[config.mk]
export PLATFORM = sky130hd
export DESIGN_NAME = uart_tx_mmio
export DESIGN_NICKNAME = d
export VERILOG_FILES = /design/src/rtl/uart_tx_mmio_pkg.sv /design/src/rtl/uart_tx_mmio_sync_fifo.sv /design/src/rtl/uart_tx_mmio.sv
export SDC_FILE = /design/constraint.sdc
export NUM_CORES = 1
export LEC_CHECK = 0
export ABC_AREA = 1
export CORE_MARGIN = 1.5
export CORE_UTILIZATION = 38
export DETAILED_ROUTE_END_ITERATION = 8
export SYNTH_ARGS = -nofsm -noshare
export SYNTH_HDL_FRONTEND = slang
export SYNTH_SLANG_ARGS = --single-unit
[constraint.sdc]
create_clock -name clk -period 2.2 [get_ports clk]
set_clock_uncertainty 0.1 [all_clocks]
set_input_delay 0.44 -clock clk [delete_from_list [all_inputs] [get_ports clk]]
set_output_delay 0.44 -clock clk [all_outputs]
set_load 0.005 [all_outputs]
[src/rtl/uart_tx_mmio_pkg.sv]
// Shared definitions for the memory-mapped UART transmitter.
package uart_tx_mmio_pkg;

   // Bus word offsets
   localparam logic [1:0] UART_DATA   = 2'd0;
   localparam logic [1:0] UART_STATUS = 2'd1;

   // STATUS word bit positions
   localparam int ST_BUSY    = 0;
   localparam int ST_FULL    = 1;
   localparam int ST_EMPTY   = 2;
   localparam int ST_OVF     = 3;
   localparam int ST_LVL_LSB = 4;
   localparam int ST_LVL_W   = 5;

   // Frame engine states
   typedef enum logic [1:0] {
      TX_IDLE  = 2'd0,
      TX_START = 2'd1,
      TX_DATA  = 2'd2,
      TX_STOP  = 2'd3
   } tx_state_e;

endpackage

[src/rtl/uart_tx_mmio_sync_fifo.sv]
// Single-clock FIFO; dout shows the head entry whenever the FIFO is non-empty.
module sync_fifo #(
   parameter int WIDTH = 8,
   parameter int DEPTH = 4
) (
   input  logic                     clk,
   input  logic                     resetn,
   input  logic                     push,
   input  logic                     pop,
   input  logic [WIDTH-1:0]         din,
   output logic [WIDTH-1:0]         dout,
   output logic                     full,
   output logic                     empty,
   output logic [$clog2(DEPTH):0]   level
);

   localparam int AW = $clog2(DEPTH);

   logic [WIDTH-1:0] r_mem [DEPTH];
   logic [AW-1:0]    r_wptr;
   logic [AW-1:0]    r_rptr;
   logic [AW:0]      r_level;
   logic             w_push;
   logic             w_pop;

   assign w_push = push & ~full;
   assign w_pop  = pop & ~empty;
   assign full   = (r_level == (AW+1)'(DEPTH));
   assign empty  = (r_level == '0);
   assign level  = r_level;
   assign dout   = r_mem[r_rptr];

   // Storage array needs no reset; only the pointers define validity.
   always_ff @(posedge clk) begin
      if (w_push) r_mem[r_wptr] <= din;
   end

   // Pointers wrap naturally because DEPTH is a power of two; level is kept separately.
   always_ff @(posedge clk or negedge resetn) begin
      if (!resetn) begin
         r_wptr  <= '0;
         r_rptr  <= '0;
         r_level <= '0;
      end else begin
         if (w_push) r_wptr <= r_wptr + 1'b1;
         if (w_pop)  r_rptr <= r_rptr + 1'b1;
         case ({w_push, w_pop})
            2'b10:   r_level <= r_level + 1'b1;
            2'b01:   r_level <= r_level - 1'b1;
            default: r_level <= r_level;
         endcase
      end
   end

endmodule

[src/rtl/uart_tx_mmio.sv]
// UART 8N1 transmitter with a bus-visible TX FIFO and polled STATUS word.
//
// state    | meaning
// TX_IDLE  | line high, waiting for a byte in the FIFO
// TX_START | start bit (low) for one bit period
// TX_DATA  | eight data bits, LSB first
// TX_STOP  | stop bit (high); chains directly into the next start bit
module uart_tx_mmio
   import uart_tx_mmio_pkg::*;
#(
   parameter int CLKS_PER_BIT = 868,
   parameter int FIFO_DEPTH   = 4
) (
   input  logic        clk,
   input  logic        resetn,
   input  logic [1:0]  io_addr,
   input  logic [31:0] io_wdata,
   input  logic        io_wstrb,
   input  logic        io_rstrb,
   output logic [31:0] io_rdata,
   output logic        TXD,
   output logic        tx_busy
);

   localparam int              BW        = $clog2(CLKS_PER_BIT);
   localparam int              LW        = $clog2(FIFO_DEPTH) + 1;
   localparam logic [BW-1:0]   BAUD_LAST = BW'(CLKS_PER_BIT - 1);

   tx_state_e   r_state, w_state_nxt;
   logic [BW-1:0] r_baud, w_baud_nxt;
   logic [2:0]  r_bit_idx, w_bit_idx_nxt;
   logic [7:0]  r_shift, w_shift_nxt;
   logic        r_txd, w_txd_nxt;
   logic        r_ovf;
   logic [31:0] r_rdata;

   logic        w_fifo_full, w_fifo_empty, w_push, w_pop, w_bit_end;
   logic        w_store_data, w_store_status;
   logic [7:0]  w_fifo_dout;
   logic [LW-1:0] w_fifo_level;
   logic [31:0] w_status;
   logic        w_unused_wdata;

   assign w_unused_wdata = ^io_wdata[31:8];

   assign w_store_data   = io_wstrb & (io_addr == UART_DATA);
   assign w_store_status = io_wstrb & (io_addr == UART_STATUS);
   // Full is the registered value, so a store racing a pop from a full FIFO is dropped.
   assign w_push         = w_store_data & ~w_fifo_full;
   assign w_bit_end      = (r_baud == BAUD_LAST);

   sync_fifo #(.WIDTH(8), .DEPTH(FIFO_DEPTH)) u_fifo (
      .clk    (clk),
      .resetn (resetn),
      .push   (w_push),
      .pop    (w_pop),
      .din    (io_wdata[7:0]),
      .dout   (w_fifo_dout),
      .full   (w_fifo_full),
      .empty  (w_fifo_empty),
      .level  (w_fifo_level)
   );

   // STATUS word assembled from registered state only.
   always_comb begin
      w_status                             = '0;
      w_status[ST_BUSY]                    = (r_state != TX_IDLE);
      w_status[ST_FULL]                    = w_fifo_full;
      w_status[ST_EMPTY]                   = w_fifo_empty;
      w_status[ST_OVF]                     = r_ovf;
      w_status[ST_LVL_LSB +: ST_LVL_W]     = ST_LVL_W'(w_fifo_level);
   end

   // Frame engine next-state, counters, shift register and FIFO pop.
   always_comb begin
      w_state_nxt   = r_state;
      w_baud_nxt    = r_baud;
      w_bit_idx_nxt = r_bit_idx;
      w_shift_nxt   = r_shift;
      w_pop         = 1'b0;
      case (r_state)
         TX_IDLE: begin
            if (!w_fifo_empty) begin
               w_pop       = 1'b1;
               w_shift_nxt = w_fifo_dout;
               w_baud_nxt  = '0;
               w_state_nxt = TX_START;
            end
         end
         TX_START: begin
            if (w_bit_end) begin
               w_baud_nxt    = '0;
               w_bit_idx_nxt = '0;
               w_state_nxt   = TX_DATA;
            end else begin
               w_baud_nxt = r_baud + 1'b1;
            end
         end
         TX_DATA: begin
            if (w_bit_end) begin
               w_baud_nxt    = '0;
               w_shift_nxt   = {1'b0, r_shift[7:1]};
               w_bit_idx_nxt = r_bit_idx + 1'b1;
               if (r_bit_idx == 3'd7) w_state_nxt = TX_STOP;
            end else begin
               w_baud_nxt = r_baud + 1'b1;
            end
         end
         TX_STOP: begin
            if (w_bit_end) begin
               w_baud_nxt = '0;
               if (!w_fifo_empty) begin
                  w_pop       = 1'b1;
                  w_shift_nxt = w_fifo_dout;
                  w_state_nxt = TX_START;
               end else begin
                  w_state_nxt = TX_IDLE;
               end
            end else begin
               w_baud_nxt = r_baud + 1'b1;
            end
         end
         default: w_state_nxt = TX_IDLE;
      endcase
   end

   // Line level is decoded from the next state so TXD changes on the same edge as the state.
   always_comb begin
      case (w_state_nxt)
         TX_START: w_txd_nxt = 1'b0;
         TX_DATA:  w_txd_nxt = w_shift_nxt[0];
         default:  w_txd_nxt = 1'b1;
      endcase
   end

   // Frame engine registers, including the TXD output flop.
   always_ff @(posedge clk or negedge resetn) begin
      if (!resetn) begin
         r_state   <= TX_IDLE;
         r_baud    <= '0;
         r_bit_idx <= '0;
         r_shift   <= '0;
         r_txd     <= 1'b1;
      end else begin
         r_state   <= w_state_nxt;
         r_baud    <= w_baud_nxt;
         r_bit_idx <= w_bit_idx_nxt;
         r_shift   <= w_shift_nxt;
         r_txd     <= w_txd_nxt;
      end
   end

   // Sticky overflow: set by a dropped store, cleared by any store to STATUS.
   always_ff @(posedge clk or negedge resetn) begin
      if (!resetn)                          r_ovf <= 1'b0;
      else if (w_store_data && w_fifo_full) r_ovf <= 1'b1;
      else if (w_store_status)              r_ovf <= 1'b0;
   end

   // Registered load data; holds between loads and sees pre-store status.
   always_ff @(posedge clk or negedge resetn) begin
      if (!resetn)       r_rdata <= '0;
      else if (io_rstrb) r_rdata <= (io_addr == UART_STATUS) ? w_status : 32'd0;
   end

   assign io_rdata = r_rdata;
   assign TXD      = r_txd;
   assign tx_busy  = (r_state != TX_IDLE) | ~w_fifo_empty;

endmodule

### Word-level counts from Yosys, hierarchy flattened

Memories as Yosys holds them, arrays and structs flattened.
Index checks and enable logic that the tools add are counted.

* flip-flop bits (word level): 64
* RAM bits: 32
* input bits: 38
* logic and storage cells: 80
* output and inout port bits: 34
* memories: 1

* reductions and logical operators: 12
* bitwise operators: 8
* mux-type cells: 27
* add/subtract/negate cells: 6
* eq/ne operators: 15

Memory list
* u_fifo.r_mem: words 4, width 8, rd ports 1, clocked after Yosys merged registers in 0, wr ports 1, line uart_tx_mmio_sync_fifo.sv:19 `logic [WIDTH-1:0] r_mem [DEPTH];`

Operators with widths (count)
* $mux 8: 3
* $pmux 8 s3: 1
* $mux 10: 2
* $pmux 10 s2: 1
* $pmux 3 s2: 2
* $add 10x1->10 const B: 1
* $eq 10x10->1 const B: 1
* $mux 2: 5
* $eq 2x1->1 const B: 4
* $eq 2x2->1 const B: 4
* $ne 2x2->1 const B: 4
* $pmux 2 s4: 1
* $reduce_bool 2->1: 4
* $mux 1: 7
* $mux 7: 1
* $add 3x1->3 const B: 2
* $eq 3x3->1 const B: 2
* $mux 3: 2
* $reduce_and 3->1: 2
* $and 1x1->1: 5
* $add 2x1->2 const B: 2
* $logic_not 2->1: 2
* $pmux 1 s2: 2
* $logic_not 3->1: 1
* other kinds (6): 7

### Depth between registers and ports, before layout

* depth in word-level cells: 7
* mapped depth: 14
* mapped depth without buffers: 14

### Cells and area by module

Synthesis repeated with hierarchy kept, for this count alone.

* cell total of the unflattened synthesis: 415
* area total of the unflattened synthesis: 3776.1 µm²

Modules (own cells, without submodules)
* uart_tx_mmio: cells each 261, area an instance 2034.5 µm², instances 1
* sync_fifo: cells each 154, area an instance 1741.7 µm², instances 1

### Least setup slack after synthesis

No wires, ideal clock.

* kind: register -> register
* start point: reg r_baud[0]
* end point: reg u_fifo.r_level[2] (netlist: u_fifo.level[2])
* required time: 1969 ps
* cell stages (with the launch flop): 14
* library setup time: 131 ps
* setup slack: -246 ps
* arrival: 2215 ps
* cells stage by stage: dfrtp_1 ha_1 nand2_1 nor2_4 nand3_4 nand2_4 nand2_4 nor3_4 ha_1 inv_1 fa_1 a21oi_1 o21ai_0 xor2_1

* cells in the longest elaborated chain, start to end: 6
* elaborated cells on any way between the ends: 8
* those cells by class: eq/ne: 3; mux: 3; bitwise: 1; reduce/logical: 1

RTL lines
* start, declared: line uart_tx_mmio.sv:30 `logic [BW-1:0] r_baud, w_baud_nxt;`
* start signal, assigned: line uart_tx_mmio.sv:146 `r_baud <= w_baud_nxt;`
* $eq 10x10->1 *: line uart_tx_mmio.sv:50 `assign w_bit_end = (r_baud == BAUD_LAST);`
* $mux 1 *: line uart_tx_mmio.sv:110 `if (w_bit_end) begin`
* $pmux 1 s2 *: line uart_tx_mmio.sv:81 `case (r_state)`
* $and 1x1->1 *: line uart_tx_mmio_sync_fifo.sv:27 `assign w_pop = pop & ~empty;`
* named net u_fifo.w_pop: line uart_tx_mmio_sync_fifo.sv:24 `logic w_pop;`
* $eq 2x1->1 or $eq 2x2->1 (tied branches): line uart_tx_mmio_sync_fifo.sv:47 `case ({w_push, w_pop})`
* $pmux 3 s2 or $reduce_bool 2->1 (tied branches)
* end signal, assigned: line uart_tx_mmio_sync_fifo.sv:48 `2'b10: r_level <= r_level + 1'b1;`
* end signal, assigned: line uart_tx_mmio_sync_fifo.sv:49 `2'b01: r_level <= r_level - 1'b1;`
* end signal, assigned: line uart_tx_mmio_sync_fifo.sv:50 `default: r_level <= r_level;`
* end, declared: line uart_tx_mmio_sync_fifo.sv:22 `logic [AW:0] r_level;`

Mark *: on every way through the listed nets, which the timed path passes. The rest lies on a longest branch.
A chain may end at the register's enable or synchronous reset.

### Worst setup path after layout

Same ends and word-level chain as after synthesis.

==> metrics.md <==
| Metric | Value |
|---|---|
| Outcome | `complete, but fails checks` |
| Failing checks | `negative setup slack` |
| TritonCTS clock tree | `done` |
| Pin count of the biggest net entering global routing | `40` |
| Nets | `521` |
| Mapped Cells | `393` |
| Final hold vios | `0` |
| Max Slew Vio Count | `0` |
| CTS clk-pin slew, worst paths | `90 ps` |
| Arrival time at the worst endpoint | `2350 ps` |
| Die Y | `101 um` |
| Leakage | `2.02 nW` |
| Period utilisation layout | `1.01` |
| Avg WL per Cell | `11.3 um` |
| DR pass1 iterations | `4` |
| Peak Freq | `452 MHz` |
| Pwr Total | `3.09 mW` |
| Synth Cell Area | `3640 sq um` |
| Power Internal | `2.17 mW` |
| Initial antenna violation count | `0` |
| Core Area | `9280 sq um` |
| Clk pwr share | `0.330` |
| Required @ worst endpoint | `2330 ps` |
| Num Clock Sinks | `71` |
| Comb pwr share | `0.169` |
| Area Growth Syn to Fin | `23.8%` |
| Max IR drop VDD | `403 uV` |
| Post-route setup slack | `-11.1 ps` |
| Tmin final | `2210 ps` |
| Yosys cell types | `34` |
| Vias in the first global route | `2619` |
| Vias per std cell | `4.41` |
| Latest clock arrival within the worst-skew pair | `360 ps` |
| CP startpoint kind | `register` |
| Power Density | `686 nW/um^2` |
| Switch share | `0.299` |
| Syn Area/Cell | `9.26 sq um` |
| Num CTS Buffers | `9` |
| Total GRT Usage | `0.151` |
| Critical Path End Type | `register` |
| Final design utilization | `0.485` |
| H-tree depth | `3` |
| # hold bufs at CTS | `0` |
| Clk root buf | `clkbuf_8` |
| Ports | `72` |
| Sequential share of the synthesized area | `0.532` |
| Die width | `101 um` |
| Global-route wire length before repair | `11.7 mm` |
| Yosys warnings | `0` |
| Total grt overflow | `0` |
| Initial Util | `0.392` |
| Max-cap viol count | `0` |
| Worst-path fanout max | `2` |
| Seq cells post-synth | `71` |
| Unrepaired setup endpoints after global routing | `yes` |
| Layout cell share with drive strength beyond 1 | `0.204` |
| Final setup viols | `1` |
| Post-DP HPWL | `4.83 mm` |
| Non-Filler Instances | `604` |
| Inserted Diodes | `0` |
| Share of power burned in registers | `0.501` |
| Drt drc | `0` |
| Input/output buffers | `22` |
| Post-Route Setup TNS | `-11.1 ps` |
| Die Area | `10200 sq um` |
| Slew @ Worst Pin | `511 ps` |
| Sw power | `926 uW` |
| Setup CP Type | `reg -> reg` |
| Worst Hold Class | `in -> async` |
| GP Congestion | `0.845` |
| Post-DRT Antenna Nets | `0` |
| FP Rows | `35` |
| Final wirelength | `6.84 mm` |
| Clock buffer depth | `2` |
| Cell count after placement | `577` |
| Iter 0 DRT Violations | `106` |
| Via count | `2664` |
| Slew margin rel. | `0.659` |
[worst max-delay path, cell delays in order, from the launching register on]
cell	delay (ps)
dfrtp_1	410
ha_4	160
nand2_2	70
nor2_4	110
nand3_4	80
nand2_4	70
nand2_4	50
nor3_4	130
ha_2	200
inv_2	40
fa_2	330
a21oi_1	120
o21ai_1	80
xor2_1	140
[kinds of logic after synthesis]
family,synth area share
adders and majority gates,0.0468
DFF,0.532
xor gates and xnor gates,0.0168
buffers and inverters,0.110
other,0.00103
AOI/OAI and AO/OA,0.103
and+or+nand+nor,0.190
[flip-flops by register name (all words and copies together), names as in the netlist]
name,cells
u_fifo.r_mem,32
r_ovf,1
io_rdata,7
r_shift,8
u_fifo.r_wptr,2
r_baud,10
TXD,1
u_fifo.r_rptr,2
u_fifo.level,3
r_state,2
r_bit_idx,3
[synthesized netlist by cell type]
cell	count	area, sq um
clkbuf_1	2	7.51
buf_4	26	195
nand2_1	81	304
dfstp_2	1	26.3
edfxtp_1	32	961
nand2_2	2	12.5
nor3_4	1	16.3
or2_2	1	6.26
buf_2	4	20.0
ha_1	12	150
a21oi_1	13	65.1
fa_1	1	20.0
conb_1	1	3.75
a21boi_1	1	7.51
dfrtp_1	38	951
nor2_4	4	45.0
o31ai_1	1	7.51
nand4_1	3	18.8
a22o_1	2	17.5
xor2_1	5	43.8
inv_2	2	7.51
nand3_1	14	70.1
nand3_4	1	17.5
inv_1	45	169
o211ai_1	1	7.51
nor2_1	40	150
nor2_2	2	12.5
a32o_1	1	10.0
nor3_1	3	15.0
o21ai_0	40	200
nand2_4	2	22.5
o21ai_2	2	17.5
xnor2_1	2	17.5
o22ai_1	7	43.8
[metal layers]
| metal | up-vias | global-route usage | part of all wire |
|---|---|---|---|
| met3 | 6 | 0.0437 | 0.038 |
| li1 | 1392 | - | - |
| met2 | 49 | 0.261 | 0.50 |
| met4 | 0 | 0.0585 | 0.011 |
| met1 | 1217 | 0.177 | 0.45 |
| met5 | - | 0 | 0 |
[cell type report]
class / instances / area (sq um)
clock buffer: 9 / 124
clock inverter: 7 / 68.8
fill: 898 / 4780
inverter: 47 / 176
multi-input combinational: 267 / 1430
sequential: 71 / 1940
tap: 129 / 161
timing repair buffer: 74 / 604
[cell usage in the layout (no fill, tap or decap), types with 2 or more instances in the layout]
cell / Yosys / final
nand2_2: 2 / 3
ha_1: 12 / 9
clkdlybuf4s50_1: 0 / 20
ha_4: 0 / 2
nand2_1: 81 / 80
nor2_2: 2 / 2
inv_6: 0 / 3
o21ai_1: 0 / 2
nand2_4: 2 / 2
nor2_4: 4 / 5
a22o_1: 2 / 2
o21ai_0: 40 / 38
nand4_1: 3 / 3
inv_8: 0 / 3
conb_1: 1 / 25
nor3_1: 3 / 3
xor2_1: 5 / 5
o22ai_1: 7 / 7
a21oi_1: 13 / 13
nor2_1: 40 / 39
nand3_1: 14 / 14
xnor2_1: 2 / 2
clkbuf_8: 0 / 9
inv_1: 45 / 41
edfxtp_1: 32 / 32
inv_2: 2 / 6
o21ai_2: 2 / 2
dfrtp_1: 38 / 38
buf_4: 26 / 52
[power groups by stage]
stage / clock (mW) / sequential (mW) / combinational, mW
floorplan: 0 / 1.56 / 0.312
detailed placement: 0 / 1.57 / 0.489
finish: 1.02 / 1.55 / 0.523
global route: 1.11 / 1.56 / 0.597
global placement: 0 / 1.57 / 0.478
CTS: 1.07 / 1.55 / 0.504
[final timing paths]
path	start	endpoint	slack, ps	cells past startpoint
max	r_baud[0]	u_fifo.level[2]	-10	13
min	resetn	r_baud[0]	30	2
max reg2reg	r_baud[0]	u_fifo.level[2]	-10	13
min reg2reg	r_shift[3]	r_shift[3]	390	2
max in group asynchronous	resetn	TXD	1590	2
min in group clk	r_shift[3]	r_shift[3]	390	2
[repair_timing]
action | CTS | global route
pin swaps | 6 | 7
setup buffers | 6 | 5
resized for setup | 12 | 3
endpoints found under the setup margin | 2 | 3
[per-stage QoR]
stage               hold WS [ps]  cell area (sq um)  setup WS, ps
detailed placement           366               4190          -146
floorplan                   44.4               3730          -240
global route                49.4               4510          -121
CTS                         32.7               4460          -135
finish                      26.6               4510         -11.1
global placement             362               4190          -144
(Power assumes the default switching activity.)
